===== src/rtl/fetch_unit.sv =====
// ---------------------------------------------------------------------------
// fetch_unit
// Instruction fetch stage. Holds the program counter, reads one 16-bit
// instruction word per instruction over a req/ready handshake, latches it in
// the instruction register (IR) and presents its fields to the controller.
// Once the datapath reports exec_done, the next PC is selected from PC+1,
// branch_target or jump_target. Fetching the HALT_WORD stops the core until
// reset. There is no prefetch, so the best case is two cycles per instruction
// (one FETCH cycle and one EXECUTE cycle).
//
// Ports
//   clock          system clock, rising edge
//   reset          asynchronous, active-low reset
//   instr_req      instruction memory read request (FETCH only)
//   instr_address  instruction word address (= PC)
//   instr_ready    instr_data is valid this cycle
//   instr_data     instruction word from memory
//   opcode/x/y/z   IR[15:12] / IR[11:8] / IR[7:4] / IR[3:0]
//   instr_valid    IR holds the instruction under execution
//   exec_done      current instruction finished; PC_select/targets valid
//   PC_select      00 PC+1, 01 branch_target, 10 jump_target, 11 PC+1
//   branch_target  branch/jal destination
//   jump_target    jalr destination
//   PC             current program counter
//   PC_plus_one    PC+1 modulo 2^PC_WIDTH (link value)
//   halted         HALT_WORD fetched; core stopped
// ---------------------------------------------------------------------------
module fetch_unit #(
  parameter int                  PC_WIDTH     = 16,
  parameter logic [PC_WIDTH-1:0] RESET_VECTOR = '0,
  parameter logic [15:0]         HALT_WORD    = 16'hFFFF
) (
  input  logic                clock,
  input  logic                reset,
  output logic                instr_req,
  output logic [PC_WIDTH-1:0] instr_address,
  input  logic                instr_ready,
  input  logic [15:0]         instr_data,
  output logic [3:0]          opcode,
  output logic [3:0]          x,
  output logic [3:0]          y,
  output logic [3:0]          z,
  output logic                instr_valid,
  input  logic                exec_done,
  input  logic [1:0]          PC_select,
  input  logic [PC_WIDTH-1:0] branch_target,
  input  logic [PC_WIDTH-1:0] jump_target,
  output logic [PC_WIDTH-1:0] PC,
  output logic [PC_WIDTH-1:0] PC_plus_one,
  output logic                halted
);

  typedef enum logic [1:0] {
    START   = 2'd0,
    FETCH   = 2'd1,
    EXECUTE = 2'd2,
    HALT    = 2'd3
  } state_t;

  localparam logic [PC_WIDTH-1:0] PC_ONE = 1;

  state_t              state, state_next;
  logic [PC_WIDTH-1:0] pc_q, pc_next, pc_inc;
  logic [15:0]         ir_q;
  logic                ir_load, pc_load;

  // Natural overflow of the adder gives the required wrap from all-ones to 0.
  assign pc_inc = pc_q + PC_ONE;

  always_comb begin
    case (PC_select)
      2'b01:   pc_next = branch_target;
      2'b10:   pc_next = jump_target;
      default: pc_next = pc_inc;   // 00 and the unused 11 both advance
    endcase
  end

  // NOTE: state registers use non-blocking assignments so every flop samples
  // the pre-edge values of the others; blocking here would create ordering races.
  always_ff @(posedge clock or negedge reset) begin
    if (!reset) state <= START;
    else        state <= state_next;
  end

  // Reset clears IR so opcode/x/y/z read zero straight out of reset.
  always_ff @(posedge clock or negedge reset) begin
    if (!reset) begin
      pc_q <= RESET_VECTOR;
      ir_q <= 16'h0000;
    end else begin
      if (ir_load) ir_q <= instr_data;
      if (pc_load) pc_q <= pc_next;
    end
  end

  // Handshake outputs are decoded from state rather than registered, so an
  // asynchronous reset drops req/valid in the same cycle it is asserted.
  always_comb begin
    // NOTE: every output of this block is given a default first; a path that
    // leaves one unassigned would infer a latch.
    state_next  = state;
    instr_req   = 1'b0;
    instr_valid = 1'b0;
    halted      = 1'b0;
    ir_load     = 1'b0;
    pc_load     = 1'b0;
    case (state)
      START: state_next = FETCH;
      FETCH: begin
        instr_req = 1'b1;
        if (instr_ready) begin
          ir_load    = 1'b1;
          state_next = EXECUTE;
        end
      end
      EXECUTE: begin
        instr_valid = 1'b1;
        // A halt word ignores exec_done and leaves the PC untouched.
        if (ir_q == HALT_WORD) begin
          state_next = HALT;
        end else if (exec_done) begin
          pc_load    = 1'b1;
          state_next = FETCH;
        end
      end
      HALT:    halted = 1'b1;
      default: state_next = START;
    endcase
  end

  assign instr_address = pc_q;
  assign PC            = pc_q;
  assign PC_plus_one   = pc_inc;
  assign opcode        = ir_q[15:12];
  assign x             = ir_q[11:8];
  assign y             = ir_q[7:4];
  assign z             = ir_q[3:0];

endmodule


===== config.mk =====
export PLATFORM = sky130hd
export DESIGN_NAME = fetch_unit
export DESIGN_NICKNAME = d
export VERILOG_FILES = /design/src/rtl/fetch_unit.sv
export SDC_FILE = /design/constraint.sdc
export NUM_CORES = 1
export LEC_CHECK = 0
export CORE_MARGIN = 2
export CORE_UTILIZATION = 40
export DETAILED_ROUTE_END_ITERATION = 10
export GPL_TIMING_DRIVEN = 0
export PLACE_DENSITY = 0.81
export SYNTH_ARGS = -nofsm -noshare
export SYNTH_HDL_FRONTEND = slang
export SYNTH_SLANG_ARGS = --single-unit

===== constraint.sdc =====
create_clock -name clock -period 3.6 [get_ports clock]
set_input_delay 0.54 -clock clock [delete_from_list [all_inputs] [get_ports clock]]
set_output_delay 0.54 -clock clock [all_outputs]
set_load 0.05 [all_outputs]

==> impl_metrics.env, run 1 <==
export IMPL_syn_instance_count=235
export IMPL_path_clk_slew_ps=80
export IMPL_postLayoutCoreUtil_pct=67.2
export IMPL_grt_pass1_vias=2308
export IMPL_syn_area_um2=2300
export IMPL_critPathKind="reg -> out"
export IMPL_placedCellCount=427
export IMPL_cts_setup_buffers=0
export IMPL_worstMarginPinSlew_ps=764
export IMPL_io_pins=121
export IMPL_power_mw=3.60
export IMPL_cts_buffer_depth=2
export IMPL_final_cells=435
export IMPL_grt_pass1_wl_mm=11.1
export IMPL_fin_hold_ws_ps=315
export IMPL_routed_wl_mm=6.98
export IMPL_worstPathRequired_ps=3060
export IMPL_crit_path_top_delay_cell="clkdlybuf4s50_1"
export IMPL_start_util_pct=41.5
export IMPL_area_growth_synth_to_final_pct=61.9
export IMPL_crit_arrival_ps=2720
export IMPL_ys_seq_area_share_pct=37.0
export IMPL_syn_area_per_cell_um2=9.78
export IMPL_hold_class="in -> async"
export IMPL_fin_crit_ps=3260
export IMPL_crit_chain="nand4_1 > nor4_1 > xor2_1 > clkdlybuf4s50_1"
export IMPL_start_kind="register"
export IMPL_dieArea_um2=6370
export IMPL_path_buf_inv=1
export IMPL_ys_async_sr_fraction_pct=100
export IMPL_setup_viol=0
export IMPL_layout_setup_ws_ps=339
export IMPL_critPathMaxStageDelay_ps=830
export IMPL_cp_end_kind="output port"
export IMPL_rsz0062_at_grt="false"
export IMPL_cp_top_family="simple AND/OR/NAND/NOR gates"
export IMPL_grt_usage_pct=22.3
export IMPL_fin_crit_sh_pct=90.6
export IMPL_drive_above_1_share_pct=14.3
export IMPL_finalInstanceArea_um2=3720
export IMPL_slew_headroom_pct=49.0
export IMPL_diodes=0
export IMPL_synth_edf_count=0
export IMPL_fmax_ghz=0.307
export IMPL_cts_resized=0
export IMPL_grt_ovfl_total=0
export IMPL_finalMaxSlewViolations=0
export IMPL_core_area_um2=5540
export IMPL_gp_congestion=0.844
export IMPL_ys_ff_latch=34
export IMPL_grt_max_degree=35
export IMPL_via_per_inst=5.55
export IMPL_vias=2416
export IMPL_finClkSkew_ps=10.4
export IMPL_status="finished clean"
export IMPL_ant_nets=0
export IMPL_detailedPlace_worstSlack_ps=689
export IMPL_dr_first_iter_drc_count=75
export IMPL_drc=0
export IMPL_nets=424
export IMPL_die_x_um=79.8
export IMPL_dr_pass1_iters=4
export IMPL_cts_hold_buffers=0
export IMPL_fin_setup_tns_ps=0
export IMPL_std_cell_rows=27
export IMPL_hold_viol_final=0
export IMPL_htree_levels=2
export IMPL_wl_per_cell_um=16.0
export IMPL_place_hpwl_mm=5.50
export IMPL_power_density_nw_per_um2=966
export IMPL_drv_cap=0
export IMPL_ys_flop_type="dfrtp_1"
export IMPL_syn_nets=297
export IMPL_yosys_warnings=0
export IMPL_synth_cell_types=47
export IMPL_cts_tree="done"
export IMPL_ctsRootBufferMaster="clkbuf_8"
export IMPL_cts_sinks=34
export IMPL_clk_latency_ps=290
export IMPL_dpl_cell_area_um2=3580
export IMPL_port_buffers=120
export IMPL_leakage_nw=1.48
export IMPL_critPathMaxFanout=9
export IMPL_die_h_um=79.8
export IMPL_numCtsBuffers=5
export IMPL_antenna_found_initial=0
export IMPL_ir_drop_mv=0.617
## path summary, 6_finish.rpt
kind	from	to	slack (ps)	cells after the start
max	PC[2]	PC_plus_one[15]	340	4
min	reset	PC[15]	320	1
min in group clock	ir_q[3]	ir_q[3]	540	1
max reg2reg	state[0]	PC[15]	1610	8
max in group asynchronous	reset	PC[8]	2800	1
min reg2reg	ir_q[3]	ir_q[3]	540	1
## flip-flops by register name, summed over array words and instances (netlist names)
register  cells
PC           16
ir_q         16
state         2
## Yosys cell counts, drive strengths merged (3+ instances only)
master  number  share of area [%]
a21oi        5                1.1
nor2         9                1.5
xor2         4                1.5
mux2        16                7.8
nand2       15                2.4
a311oi       3                1.1
inv         11                1.8
clkbuf      12                2.0
nor4         6                1.6
xnor2        8                3.0
nand3        9                2.0
and3         3               0.82
nand4       11                3.0
dfrtp       34                 37
mux2i        4                1.7
ha           8                4.4
a221oi      11                4.7
o21ai        8                1.7
a221o        7                3.0
buf         21                6.7
## metal layers
metal | track usage (%) | up-vias | part of all wire (%)
li1 | - | 1128 | -
met1 | 26.4 | 1158 | 40
met2 | 40.8 | 128 | 50
met4 | 3.22 | 0 | 0.39
met3 | 6.22 | 2 | 9.9
met5 | 0 | - | 0
## kinds of logic after synthesis
kind of cell / count (synthesis) / synth area share (%)
adders and majority gates: 8 / 4.36
and+or+nand+nor: 64 / 15.0
buffers and inverters: 44 / 10.5
muxes: 20 / 9.58
xor gates and xnor gates: 12 / 4.57
DFF: 34 / 37.0
AOI/OAI and AO/OA: 53 / 19.0
## report_power, final
part / total [mW] / switching, mW / leakage (nW) / internal (mW)
combinational: 2.42 / 1.53 / 0.995 / 0.891
sequential: 0.748 / 0.200 / 0.421 / 0.548
clock: 0.431 / 0.153 / 0.0683 / 0.278
## final cells by class
cell class                 instances  area, um^2
timing repair buffer             120        1200
tap                               72        90.1
clock buffer                       5        68.8
sequential                        34         851
fill                             489        1820
multi-input combinational        157        1210
inverter                          11        41.3
clock inverter                     3        68.8
buffer                            33         199
## cell usage in the layout (no fill, tap or decap), drive strengths merged, types with 9 or more instances in the layout
cell / instances
a221oi: 11
buf: 22
clkbuf: 17
clkdlybuf4s50: 119
dfrtp: 34
inv: 11
mux2: 16
nand2: 15
nand3: 9
nand4: 11
nor2: 9
No activity file was read; power rests on OpenSTA's default activity.
==> run 2, diff against run 1 <==
Settings changed: HOLD_SLACK_MARGIN set to 0.06.
==> results of run 2 <==
No change in the layout: final DEF, timing and power equal those of run 1.
